`src/rtl/control_signals.sv`:
```
// control_signals: control word encodings and the decoded bundle carried to execute
package control_signals;
  typedef enum logic {RF_WE_DISABLE, RF_WE_ENABLE} rf_we_t;
  typedef enum logic {SEL_WA_WA0, SEL_WA_WA1} sel_wa_t;
  typedef enum logic {SEL_ALU_B_SIGN_IMM, SEL_ALU_B_RT} sel_alu_b_t;
  typedef enum logic {DMEM_WE_DISABLE, DMEM_WE_ENABLE} dmem_we_t;
  typedef enum logic {SEL_RESULT_RD, SEL_RESULT_ALU} sel_result_t;
  typedef enum logic [1:0] {SEL_PC_PC_PLUS4, SEL_PC_BRANCH, SEL_PC_JUMP} sel_pc_t;
  typedef enum logic [1:0] {ALU_OP_ADDI, ALU_OP_SUB, ALU_OP_RTYPE} alu_op_t;
  typedef struct packed {
    rf_we_t      rf_we;
    sel_wa_t     sel_wa;
    sel_alu_b_t  sel_alu_b;
    dmem_we_t    dmem_we;
    sel_result_t sel_result;
    sel_pc_t     sel_pc;
    alu_op_t     alu_op;
  } control_t;
  // All-zero encoding, so a cleared bundle register already reads as NOP
  localparam control_t NOP_CTRL = '{RF_WE_DISABLE, SEL_WA_WA0, SEL_ALU_B_SIGN_IMM, DMEM_WE_DISABLE,
                                    SEL_RESULT_RD, SEL_PC_PC_PLUS4, ALU_OP_ADDI};
  typedef struct packed {
    control_t    ctrl;
    logic [4:0]  rs, rt, rd, shamt;
    logic [5:0]  funct;
    logic [31:0] sign_imm, branch_target, jump_target;
    logic        illegal;
  } decoded_t;
endpackage

```
`src/rtl/global_types.sv`:
```
// global_types: opcode constants shared across the pipeline
package global_types;
  localparam logic [5:0] OP_RTYPE = 6'h00;
  localparam logic [5:0] OP_LW    = 6'h23;
  localparam logic [5:0] OP_SW    = 6'h2B;
  localparam logic [5:0] OP_ADDI  = 6'h08;
  localparam logic [5:0] OP_BEQ   = 6'h04;
  localparam logic [5:0] OP_J     = 6'h02;
endpackage

```
`src/rtl/skid_buffer.sv`:
```
// skid_buffer: two-entry valid/ready register slice with a registered in_ready
module skid_buffer #(
  parameter type T = logic
) (
  input  logic clock,
  input  logic reset,
  input  logic flush,
  input  logic in_valid,
  output logic in_ready,
  input  T     in_data,
  output logic out_valid,
  input  logic out_ready,
  output T     out_data
);
  logic s_valid;
  T s_data;
  logic accept;
  // in_ready comes straight from a flop, cutting the ready path from execute to fetch
  assign in_ready = !s_valid;
  assign accept = in_valid && in_ready;
  always_ff @(posedge clock)
    if (reset || flush) begin
      out_valid <= 1'b0;
      out_data <= '0;
      s_valid <= 1'b0;
    end else if (out_ready || !out_valid) begin
      out_valid <= s_valid || accept;
      out_data <= s_valid ? s_data : accept ? in_data : out_data;
      s_valid <= 1'b0;
    end else if (accept) begin
      s_valid <= 1'b1;
      s_data <= in_data;
    end
endmodule

```
`src/rtl/decode_stage.sv`:
```
// decode_stage: decodes fetched instructions into control and operand fields behind a skid buffer
module decode_stage
  import control_signals::*;
  import global_types::*;
#(
  parameter int DATA_W = 32
) (
  input  logic              clock,
  input  logic              reset,
  input  logic              flush,
  input  logic              in_valid,
  output logic              in_ready,
  input  logic [DATA_W-1:0] instruction,
  input  logic [DATA_W-1:0] pc_plus4,
  output logic              out_valid,
  input  logic              out_ready,
  output control_t          ctrl,
  output logic [4:0]        rs,
  output logic [4:0]        rt,
  output logic [4:0]        rd,
  output logic [4:0]        shamt,
  output logic [5:0]        funct,
  output logic [DATA_W-1:0] sign_imm,
  output logic [DATA_W-1:0] branch_target,
  output logic [DATA_W-1:0] jump_target,
  output logic              illegal
);
  control_t c;
  logic bad;
  logic funct_ok;
  logic [31:0] imm;
  decoded_t d, q;
  assign funct_ok = instruction[5:0] inside {6'h00, 6'h02, 6'h20, 6'h22, 6'h24, 6'h25, 6'h2A};
  assign imm = {{16{instruction[15]}}, instruction[15:0]};
  always_comb begin
    c = NOP_CTRL;
    bad = 1'b0;
    case (instruction[31:26])
      OP_RTYPE: if (funct_ok) c = '{RF_WE_ENABLE, SEL_WA_WA1, SEL_ALU_B_RT, DMEM_WE_DISABLE, SEL_RESULT_ALU, SEL_PC_PC_PLUS4, ALU_OP_RTYPE};
                else bad = 1'b1;
      OP_LW:    c = '{RF_WE_ENABLE, SEL_WA_WA0, SEL_ALU_B_SIGN_IMM, DMEM_WE_DISABLE, SEL_RESULT_RD, SEL_PC_PC_PLUS4, ALU_OP_ADDI};
      OP_SW:    c = '{RF_WE_DISABLE, SEL_WA_WA0, SEL_ALU_B_SIGN_IMM, DMEM_WE_ENABLE, SEL_RESULT_RD, SEL_PC_PC_PLUS4, ALU_OP_ADDI};
      OP_ADDI:  c = '{RF_WE_ENABLE, SEL_WA_WA0, SEL_ALU_B_SIGN_IMM, DMEM_WE_DISABLE, SEL_RESULT_ALU, SEL_PC_PC_PLUS4, ALU_OP_ADDI};
      OP_BEQ:   c = '{RF_WE_DISABLE, SEL_WA_WA0, SEL_ALU_B_RT, DMEM_WE_DISABLE, SEL_RESULT_RD, SEL_PC_BRANCH, ALU_OP_SUB};
      OP_J:     c = '{RF_WE_DISABLE, SEL_WA_WA0, SEL_ALU_B_SIGN_IMM, DMEM_WE_DISABLE, SEL_RESULT_RD, SEL_PC_JUMP, ALU_OP_ADDI};
      default:  bad = 1'b1;
    endcase
  end
  assign d = '{ctrl: c, rs: instruction[25:21], rt: instruction[20:16], rd: instruction[15:11],
               shamt: instruction[10:6], funct: instruction[5:0], sign_imm: imm,
               branch_target: pc_plus4 + {imm[29:0], 2'b00},
               jump_target: {pc_plus4[31:28], instruction[25:0], 2'b00}, illegal: bad};
  skid_buffer #(.T(decoded_t)) u_skid (
    .clock(clock),
    .reset(reset),
    .flush(flush),
    .in_valid(in_valid),
    .in_ready(in_ready),
    .in_data(d),
    .out_valid(out_valid),
    .out_ready(out_ready),
    .out_data(q)
  );
  assign {ctrl, rs, rt, rd, shamt, funct, sign_imm, branch_target, jump_target, illegal} = q;
endmodule

```
`config.mk`:
```
export PLATFORM = sky130hd
export DESIGN_NAME = decode_stage
export DESIGN_NICKNAME = d
export VERILOG_FILES = /design/src/rtl/control_signals.sv /design/src/rtl/global_types.sv /design/src/rtl/skid_buffer.sv /design/src/rtl/decode_stage.sv
export SDC_FILE = /design/constraint.sdc
export NUM_CORES = 1
export LEC_CHECK = 0
export ABC_AREA = 1
export CAP_MARGIN = 20
export CORE_ASPECT_RATIO = 0.8
export CORE_UTILIZATION = 50
export CTS_CLUSTER_DIAMETER = 40
export CTS_CLUSTER_SIZE = 10
export DETAILED_ROUTE_END_ITERATION = 8
export GPL_TIMING_DRIVEN = 0
export HOLD_SLACK_MARGIN = 0.03
export PLACE_DENSITY = 0.81
export SYNTH_ARGS = -nofsm -noshare
export SYNTH_HDL_FRONTEND = slang
export SYNTH_SLANG_ARGS = --single-unit
```
`constraint.sdc`:
```
create_clock -name clock -period 5.4 [get_ports clock]
set_input_delay 0.81 -clock clock [delete_from_list [all_inputs] [get_ports clock]]
set_output_delay 0.81 -clock clock [all_outputs]
set_load 0.005 [all_outputs]
```
==> flow_summary.ini, run 1 <==
[timing]
holdWs_ps = 468
finalCritPeriodShare_pct = 58.0
fmax_mhz = 319
fin_crit_ps = 3130
clock_skew_ps = 5.38
postLayoutSetupSlackWorst_ps = 2270
tightest_slew_ps = 795
maxSlewViolCount = 0
finalHoldViolCount = 0
report.final.setup_viol = 0
grt_setup_unrepaired = false
slew_headroom_pct = 46.8

[global_routing]
top_usage_layer = met2
grt_pass1_wl_um = 36100
grt_use_met3_pct = 5.66
grt_pass1_vias = 7114
gr-total-overflow = 0
grt_usage_pct = 28.4
grt.met2_usage_pct = 46.1
grt_max_degree = 32
grtUsageMet1_pct = 38.4
antenna_found_initial = 0

[logic_synthesis]
synth_seq_cells = 142
synthDistinctLibCells = 37
yosysSeqAreaShare_pct = 43.7
synth_area_um2 = 8110
syn_avg_cell_area_um2 = 7.61
netlist_instances = 1066
ys_warn_count = 0

[placement]
place_hpwl_um = 17700
portBuffers = 200
place_ws_ps = 1890
dp_cells = 1484
routabilityCongestion = 0.899

[setup_path]
cp.depth = 12
reg2regPathDepth = 6
crit_fanout = 17
path_buf_inv = 2
critical_path.top_delay_family = buffers and inverters
end_kind = register
worstPathArrival_ps = 3440
worst-setup-path-type = input pin to register
start_kind = input pin
cp.required_ps = 5710
slowest_delay_ps = 830
cp_cell_sequence = clkdlybuf4s50_1 -> ha_1 -> nand2_1 -> inv_1 -> a21oi_1 -> nand2_1 -> a21oi_1 -> nand2_1 -> nand2_1 -> nand3_1 -> nand2_1 -> a21oi_2
cp_common_cell = nand2_1
critPathSlowestCell = clkdlybuf4s50_1

[clock_tree]
clockRootBuffer = clkbuf_16
cts_hold_buf = 0
cts_sinks = 142
post_cts_buffers = 0
cts_resized = 0
insertion_delay_ps = 430
htree_levels = 4
cts_buffers = 17
cts_tree = done
clkSlewWorstSetupHoldPaths_ps = 60
clock_path_buffers = 2

[job]
cap_viol_max_count = 0

[layout]
synthToLayoutAreaGrowth_pct = 36.0
regArea_um2 = 3540
multi_input_area_um2 = 3510
nFillCells = 1314
finalNetCount = 1387
n_antenna_cell = 0
drive_above_1_share_pct = 11.5
fin_cells = 1516

[run_status]
status = finished clean

[detailed_routing]
ant_nets = 0
wl_per_cell_um = 15.4
first_pass_iters = 5
via_per_inst = 5.09
num_vias = 7714
drtIter0Drc = 599
drt-total-wl_um = 23300
drc = 0

[die]
core.rowCount = 41
dieHeight_um = 116
ios = 203
core-area_um2 = 15800
die-area_um2 = 16700
start_util_pct = 51.3
fp.dieW_um = 144

[power]
total_power_mw = 2.99
cellPowerDensity_nw_per_um2 = 271
power.leakage_nw = 4.95
irDropWorstVdd_uv = 238

[min_path]
whs_path_depth = 2
hp-class = register to register
[layout make-up]
cell class                      instances  area share [%]
Clock inverter                         15            1.58
Buffer                                 99            5.75
Inverter                              116            3.95
Tap cell                              215            2.44
Clock buffer                           17            3.86
Sequential cell                       142            32.1
Timing Repair Buffer                  202            18.5
Multi-Input combinational cell        710            31.8
[worst min-delay path: cells and delay by family, from the launching register on]
family	cells	cell delay, ps
AOI/OAI and AO/OA	1	50
and+or+nand+nor	1	60
DFF	1	310
[worst paths after layout]
check	startpoint	to	slack, ps
hold reg to reg	u_skid.out_data[62]	u_skid.out_data[62]	470
setup / recovery	instruction[15]	u_skid.out_data[64]	2270
hold / removal	u_skid.out_data[62]	u_skid.out_data[62]	470
setup reg to reg	u_skid.s_valid	u_skid.s_data[52]	3060
[cells in the mapped netlist]
cell type	count	area [um^2]
xnor2_1	3	26.3
a21oi_1	64	320
and2_1	1	6.26
nor2_2	6	37.5
nor2_4	2	22.5
nand2_2	16	100
nor3_1	2	10.0
dfxtp_1	72	1440
o211ai_1	1	7.51
o21ai_1	5	25.0
a21oi_2	7	61.3
nand3_2	2	20.0
dlymetal6s2s_1	1	12.5
fa_1	1	20.0
nand3b_1	1	7.51
inv_2	2	7.51
o21ai_0	52	260
a31oi_1	34	213
nand2_1	326	1220
a21o_1	1	7.51
buf_2	11	55.1
nand3_1	46	230
inv_1	114	428
buf_4	64	480
o21bai_1	3	22.5
nand4_1	5	31.3
xor2_1	9	78.8
xor2_2	2	32.5
clkbuf_1	20	75.1
o21ai_2	1	8.76
nor2_1	87	327
edfxtp_1	70	2100
o21bai_4	1	18.8
conb_1	1	3.75
nor3_2	1	10.0
ha_1	29	363
buf_1	3	11.3
[placed cells by master (no fill, tap or decap), types with 4 or more instances in the layout]
cell type,Yosys,layout
a21oi_1,64,64
a21oi_2,7,7
a31oi_1,34,34
buf_2,11,11
buf_4,64,64
clkbuf_1,20,20
clkbuf_16,0,17
clkdlybuf4s50_1,0,200
dfxtp_1,72,72
edfxtp_1,70,70
ha_1,29,29
inv_1,114,114
inv_8,0,4
nand2_1,326,326
nand2_2,16,16
nand3_1,46,46
nand4_1,5,5
nor2_1,87,86
nor2_2,6,6
o21ai_0,52,52
o21ai_1,5,5
xor2_1,9,9
[logic make-up (layout without fill, tap and decap cells)]
| family | count (synthesis) | after routing | share of synthesized area [%] |
|---|---|---|---|
| simple gates | 495 | 495 | 25.0 |
| other cells | 1 | 2 | 0.0463 |
| fa+ha+maj | 30 | 30 | 4.72 |
| flops | 142 | 142 | 43.7 |
| compound gates | 169 | 169 | 11.7 |
| buf+inv | 215 | 449 | 13.2 |
| xor+xnor | 14 | 14 | 1.70 |
[layer usage]
metal,wire [um],share of wire (%)
met5,0,0
met2,10400,44
met1,10600,45
met3,2020,8.7
met4,351,1.5
[sequential cells by signal (all words and copies together) (netlist names)]
name and cells:
u_skid.out_data 70, u_skid.s_valid 1, u_skid.out_valid 1, u_skid.s_data 70
[report_power, final]
| part | internal, mW | switching (mW) |
|---|---|---|
| registers | 1.17 | 0.0206 |
| logic | 0.267 | 0.317 |
| clock network | 0.697 | 0.518 |
| total | 2.13 | 0.855 |
[per-stage QoR]
step / setup TNS (ps) / area [um^2] / util, %
after floorplan: 0 / 8110 / -
after global placement: -109400 / 10400 / 65.7
after detailed placement: 0 / 10400 / 66.0
after CTS: 0 / 11000 / 69.8
after global routing: 0 / 11000 / 69.8
final: 0 / 11000 / 69.8
Note: power is estimated with default switching activity, not from simulation.
==> inputs of run 2 (changes only) <==
==> constraint.sdc (replaced) <==
create_clock -name clock -period 3.1 [get_ports clock]
set_input_delay 0.465 -clock clock [delete_from_list [all_inputs] [get_ports clock]]
set_output_delay 0.465 -clock clock [all_outputs]
set_load 0.005 [all_outputs]
==> flow_summary.ini, run 2 (synthesis gave the netlist of run 1 again) <==
[layout]
layout_common_cells = 326 x nand2_1, 200 x clkdlybuf4s50_1, 114 x inv_1
synthToLayoutAreaGrowth_pct = 35.9
final_core_util_pct = 69.7
layout_commonest_cell = nand2_1
top_regs = u_skid.out_data: 70 flops, u_skid.s_data: 70 flops
drive_above_1_share_pct = 11.5
n_antenna_cell = 0
finalNetCount = 1387

[detailed_routing]
via_per_inst = 5.05
wl_per_cell_um = 15.4
num_vias = 7660
drtIter0Drc = 567
drt-total-wl_um = 23400
drc = 0
first_pass_iters = 5
ant_nets = 0

[timing]
fin_crit_ps = 2730
fmax_mhz = 367
grt_setup_unrepaired = false
clock_skew_ps = 7.52
finalCritPeriodShare_pct = 88.0
postLayoutSetupSlackWorst_ps = 372
finalHoldViolCount = 0
slew_headroom_pct = 48.2
report.final.setup_viol = 0
holdWs_ps = 465
tns_ps = 0
tightest_slew_ps = 775
maxSlewViolCount = 0

[die]
die-area_um2 = 16700
core.rowCount = 41
core-area_um2 = 15800
start_util_pct = 51.3
ios = 203
fp.dieW_um = 144
dieHeight_um = 116

[power]
combPwrFrac_pct = 19.7
cellPowerDensity_nw_per_um2 = 469
p_seq_share_pct = 40.0
p_sw_share_pct = 28.8
irDropWorstVdd_uv = 394
switching_power_mw = 1.49
power.leakage_nw = 4.96
p_clk_share_pct = 40.3
intPower_mw = 3.68

[setup_path]
r2r-start = u_skid.s_valid
critical_path.top_delay_family = simple AND/OR/NAND/NOR gates
r2r_end = u_skid.s_data[76]
cp.required_ps = 3450
end_kind = register
cp_cell_sequence = clkdlybuf4s50_1 -> ha_1 -> nand2_1 -> nor2_1 -> nand2_1 -> nor2_1 -> nand2_1 -> nand2_1 -> nand2_1 -> nand3_1 -> nand2_1 -> a21oi_1
worst-setup-path-type = input pin to register
worstPathArrival_ps = 3080
slowest_delay_ps = 820
r2r_slack_ps = 400
crit_fanout = 17
path_buf_inv = 1
reg2regPathDepth = 7
start_kind = input pin
cp_common_cell = nand2_1
critPathSlowestCell = clkdlybuf4s50_1

[clock_tree]
cts_hold_buf = 0
cts_buffers = 17
post_cts_buffers = 0
cts_tree = done
clock_path_buffers = 2
insertion_delay_ps = 420
htree_levels = 4
cts_resized = 0
clockRootBuffer = clkbuf_16
clkSlewWorstSetupHoldPaths_ps = 60
cts_sinks = 142

[global_routing]
grt_usage_pct = 28.3
grt_pass1_wl_um = 35700
top_usage_layer = met2
antenna_found_initial = 0
grt_pass1_vias = 7036
grt.met2_usage_pct = 45.4
grt_use_met3_pct = 5.62
gr-total-overflow = 0
grt_max_degree = 31
grtUsageMet1_pct = 38.6

[placement]
routabilityCongestion = 0.893
place_ws_ps = -80.3
portBuffers = 200
place_hpwl_um = 17700

[min_path]
whs_path_depth = 2
hold_end = u_skid.out_data[62]
hold_start = u_skid.out_data[62]
hp-class = register to register

[job]
cap_viol_max_count = 0

[run_status]
status = finished clean
run 2: power by group through the flow:
| stage | Sequential [mW] | Clock [mW] | Combinational (mW) |
|---|---|---|---|
| global route | 2.07 | 2.16 | 1.12 |
| global placement | 2.11 | 0 | 0.982 |
| CTS | 2.07 | 2.08 | 1.01 |
| finish | 2.07 | 2.08 | 1.02 |
| floorplan | 2.11 | 0 | 0.570 |
| detailed placement | 2.11 | 0 | 1.00 |
run 2: worst min-delay path: stages (launching register included):
cell	delay, ps
dfxtp_1	310
nand2_1	60
a21oi_1	50
run 2: layer usage:
layer / vias to the layer above / part of all wire (%)
met2: 323 / 46
met5: - / 0
met4: 0 / 1.6
met3: 30 / 8.4
li1: 3831 / -
met1: 3476 / 44
run 2: per-stage QoR:
step                cell area [um^2]  cells  power [mW]
detailed placement             10400   1484        3.11
global route                   11000   1516        5.36
floorplan                       8120   1067        2.68
global placement               10400   1482        3.09
CTS                            11000   1516        5.16
finish                         11000   1516        5.17
run 2: final cells by class:
cell class,count,area (um^2)
buffer,99,634
clock buffer,18,450
clock inverter,14,139
fill,1340,4780
inverter,116,435
multi-input combinational,710,3510
sequential,142,3540
tap,215,269
timing repair buffer,202,2040
run 2: how the worst max path moves through the flow:
stage,start,end,cells after the start
global route,instruction[15],u_skid.out_data[61],11
detailed placement,instruction[15],u_skid.out_data[61],11
floorplan,flush,u_skid.s_data[0],4
global placement,flush,u_skid.s_data[78],5
finish,instruction[15],u_skid.out_data[61],12
CTS,instruction[15],u_skid.out_data[61],11
